File: config.mk
export PLATFORM = sky130hd
export DESIGN_NAME = encoder_code_fifo
export DESIGN_NICKNAME = d
export VERILOG_FILES = /design/src/rtl/encoder_code_fifo.sv
export SDC_FILE = /design/constraint.sdc
export NUM_CORES = 1
export LEC_CHECK = 0
export BUFFER_PORTS_ARGS = -buffer_cell sky130_fd_sc_hd__clkbuf_2
export CELL_PAD_IN_SITES_DETAIL_PLACEMENT = 0
export CELL_PAD_IN_SITES_GLOBAL_PLACEMENT = 1
export CORE_MARGIN = 1.5
export CORE_UTILIZATION = 46
export DETAILED_ROUTE_END_ITERATION = 12
export GPL_ROUTABILITY_DRIVEN = 0
export HOLD_SLACK_MARGIN = 0.02
export PLACE_DENSITY = 0.78
export SKIP_LAST_GASP = 1
export SLEW_MARGIN = 20
export SYNTH_ARGS = -nofsm -noshare
export SYNTH_HDL_FRONTEND = slang
export SYNTH_SLANG_ARGS = --single-unit
File: constraint.sdc
create_clock -name clk -period 4.1 [get_ports clk]
set_clock_uncertainty 0.15 [all_clocks]
set_input_delay 0.82 -clock clk [delete_from_list [all_inputs] [get_ports clk]]
set_output_delay 0.82 -clock clk [all_outputs]
set_load 0.05 [all_outputs]
File: src/rtl/encoder_code_fifo.sv
// encoder_code_fifo: FWFT queue for encoder codes with occupancy and overflow pulse (optional drop counter via ENC_FIFO_DROP_CNT_EN)
module encoder_code_fifo #(
    parameter int CODE_W = 2,
    parameter int DEPTH = 4,
    localparam int CNT_W = $clog2(DEPTH) + 1
) (
    input  logic              clk,
    input  logic              rst,
    input  logic [CODE_W-1:0] code_in,
    input  logic              valid_in,
    output logic [CODE_W-1:0] code_out,
    output logic              out_valid,
    input  logic              out_ready,
    output logic              full,
    output logic              empty,
    output logic [CNT_W-1:0]  count,
    output logic              drop
`ifdef ENC_FIFO_DROP_CNT_EN
    ,
    input  logic              drop_clr,
    output logic [7:0]        drop_cnt
`endif
);
    localparam int AW = $clog2(DEPTH);
    logic [CODE_W-1:0] mem [DEPTH];
    logic [AW-1:0] wr_ptr, rd_ptr;
    logic pop, push, rej;
    assign full = count == CNT_W'(DEPTH);
    assign empty = count == '0;
    assign out_valid = ~empty;
    assign pop = out_valid & out_ready;
    assign push = valid_in & (~full | pop);
    assign rej = valid_in & full & ~pop;
    assign code_out = out_valid ? mem[rd_ptr] : '0;
    // storage write; contents are don't-care until pushed, so no reset
    always_ff @(posedge clk) begin
        if (push) mem[wr_ptr] <= code_in;
    end
    // pointers, occupancy and the registered overflow pulse
    always_ff @(posedge clk or posedge rst) begin
        if (rst) begin
            wr_ptr <= '0;
            rd_ptr <= '0;
            count <= '0;
            drop <= 1'b0;
        end else begin
            wr_ptr <= push ? wr_ptr + AW'(1) : wr_ptr;
            rd_ptr <= pop ? rd_ptr + AW'(1) : rd_ptr;
            count <= count + CNT_W'(push) - CNT_W'(pop);
            drop <= rej;
        end
    end
`ifdef ENC_FIFO_DROP_CNT_EN
    // saturating count of rejected pushes; clear beats increment
    always_ff @(posedge clk or posedge rst) begin
        if (rst) drop_cnt <= '0;
        else drop_cnt <= drop_clr ? 8'd0 : (rej && drop_cnt != 8'hff) ? drop_cnt + 8'd1 : drop_cnt;
    end
`endif
endmodule
==> reports/qor.log <==
[outcome] result of the run finished, final reports clean
[hold_path] worst min-delay path class primary input to async pin
[timing] RSZ-0062 raised after global routing no
[setup_path] endpoint required time on the critical path 3130 ps
[layout] share of layout cells above drive strength 1 35.29%
[clock_tree] number of buffers on the longest clock path 2
[clock_tree] Post-CTS Hold Fix Bufs 0
[setup_path] capturing element type of the critical path output pin
[global_route] initial antenna violation count 0
[setup_path] arrival time at the worst endpoint 1630 ps
[global_route] maximum number of pins on one net before global-route repair 10
[clock_tree] Clock Sinks 16
[clock_tree] number of gates resized after CTS 0
[clock_tree] Reg clk slew, reported paths 90 ps
[layout] area grow syn2layout 15.02%
[yosys] netlist area before placement 774.5 sq um
[setup_path] worst stage delay on the critical path 510 ps
[yosys] distinct cell type count of the synthesized netlist 17
[route] Post-Route WL 998 microns
[route] total number of vias 419
[route] Vias per Instance 4.988
[placement] post-detailed-placement half-perimeter wirelength 843.4 microns
[setup_path] Worst Path Buf+Inv 1
[timing] worst setup margin 1498 ps
[floorplan] floorplan row count 14
[setup_path] top cell family by delay on the critical path multiplexers
[global_route] met1 layer usage reported by global route 14.05%
[global_route] met2 GRT Util 20.88%
[setup_path] startpoint kind of the worst setup timing path register
[clock_tree] clock latency of the later-clocked register in the worst-skew pair 270 ps
[route] DRC Markers 0
[clock_tree] Post-CTS Setup Repair Bufs 0
[setup_path] slowest library cell on the worst path mux4_2
[yosys] Post-Syn Nets 62
[placement] number of I/O port buffers 14
[global_route] Most Crowded Layer GR met2
[clock_tree] library cell used as clock root buffer clkbuf_4
[floorplan] area of the placeable core 1541 sq um
[flow_run] MaxCap Viol Count 0
[clock_tree] number of buffers created by CTS 3
[layout] Total Nets Final 81
[floorplan] Die X 44.03 microns
[yosys] Yosys Warn Count 0
[global_route] global routing usage on met3 6.122%
[clock_tree] H-tree level count 1
[timing] transition time at the pin with the least slew margin 324.0 ps
[placement] Setup Slack @ Placement 1489 ps
[timing] final-layout setup total negative slack 0 ps
[floorplan] number of I/O pins 15
[setup_path] largest fanout on the critical path 4
[timing] Max Fclk 384.3 MHz
[floorplan] initial cell density of the core 50.24%
[setup_path] critical path, cell by cell mux4_2 > and2_1 > clkbuf_2
[layout] ANT cells 0
[clock_tree] CTS tree built
[yosys] Syn Area/Cell 15.49 sq um
[timing] count of final hold-check violations 0
[route] drt first pass iters 3
[global_route] global-route wire length before repair 1697 microns
[timing] headroom to the max-slew limit 78.27%
[route] initial drt markers 5
[global_route] final global-route overflow total 0
[timing] share of the clock period used by the worst path after layout 63.47%
[floorplan] Die Height 44.03 microns
[setup_path] class of the most critical setup path register to output pin
[yosys] synthesized flop and latch total 16
[yosys] proportion of synthesized chip area in sequential cells 56.87%
[timing] Setup Viol. Count Final 0
[route] Final ANT Viol Nets 0
[timing] number of pins exceeding their max-slew limit in the final report 0
[layout] Filler cells 132
[floorplan] die area 1939 sq um
[yosys] Syn Inst Count 50
[global_route] via count of the first global-routing pass 420
[timing] Final min period 2602 ps
[global_route] GRT Resource Usage Total 12.72%
[route] routed length per instance 11.88 microns
## worst register-to-register path, delay by kind of cell (launching register included)
family	cells	cell delay, ps
AO/OA/AOI/OAI	2	610
flip-flops	1	470
XOR/XNOR	2	270
adder cells (fa/ha/maj)	2	550
AND/OR/NAND/NOR	1	190
## routing by layer
layer	vias up	wire length (microns)
met5	-	0
met4	0	0
met3	0	31
met2	5	494
met1	206	473
li1	208	-
## sequential cells by signal, indices dropped and copies added, names as in the netlist
register and cells:
mem 8, rd_ptr 2, wr_ptr 2, drop 1, count 3
## stage by stage
step / instance area [sq um] / hold WS [ps] / std cells / utilization, %
4_1_cts: 890.9 / 309.1 / 84 / 57.79
5_1_grt: 890.9 / 320.1 / 84 / 57.79
3_5_place_dp: 864.6 / 375.2 / 80 / 56.09
2_1_floorplan: 774.5 / 331.1 / 50 / -
6_report: 890.9 / 304.8 / 84 / 57.79
3_3_place_gp: 864.6 / 377.4 / 80 / 56.09
## cells in the mapped netlist
cell	count	area, sq um
or3_4	1	11.26
xnor2_1	5	43.79
ha_1	5	62.56
fa_1	1	20.02
nor4b_4	1	23.77
dfrtp_1	8	200.2
mux4_2	2	45.04
inv_1	5	18.77
edfxtp_1	8	240.2
and2_1	7	43.79
nand3_1	1	5.000
o31ai_2	1	12.51
or2_1	1	6.260
mux2_4	1	15.01
a21bo_1	1	10.01
nor3b_1	1	7.510
nor2b_2	1	8.760
## placed cells by master (no fill, tap or decap), drive strengths merged
cell type   n
nor4b       1
or3         1
nand3       1
or2         1
clkinv      1
and2        7
o31ai       1
clkbuf     17
nor2b       1
nor3b       1
inv         5
edfxtp      8
a21bo       1
mux4        2
xnor2       5
ha          5
fa          1
dfrtp       8
mux2        1
## cell families (layout without fill, tap and decap cells)
family,count (synthesis),count (layout),share of synthesized area (%)
xor+xnor,5,5,5.654
buf+inv,5,23,2.424
simple gates,13,13,13.73
fa+ha+maj,6,6,10.66
flops,16,16,56.87
mux,3,3,7.753
compound gates,2,2,2.908
## final cells by class
| class | count | area [sq um] | share of cell area, % |
|---|---|---|---|
| flip-flops and latches | 16 | 440.4 | 49.44 |
| inverters | 5 | 18.77 | 2.107 |
| well taps | 16 | 20.02 | 2.247 |
| clock inverters | 1 | 3.754 | 0.4213 |
| multi-input cells | 29 | 315.3 | 35.39 |
| clock buffers | 3 | 22.52 | 2.528 |
| repair buffers | 14 | 70.07 | 7.865 |
## final timing paths
check | startpoint | end | slack (ps) | cells past startpoint
setup / recovery | rd_ptr[0] | code_out[0] | 1500 | 3
hold / removal | rst | rd_ptr[0] | 300 | 2
setup reg to reg | count[1] | count[2] | 1750 | 7
hold reg to reg | rd_ptr[1] | rd_ptr[1] | 380 | 1
max in group asynchronous | rst | count[0] | 3260 | 2
min in group clk | rd_ptr[1] | rd_ptr[1] | 380 | 1
Power is not shown: default switching activity piles up to over one toggle a cycle in this logic, so the estimate is an artifact.
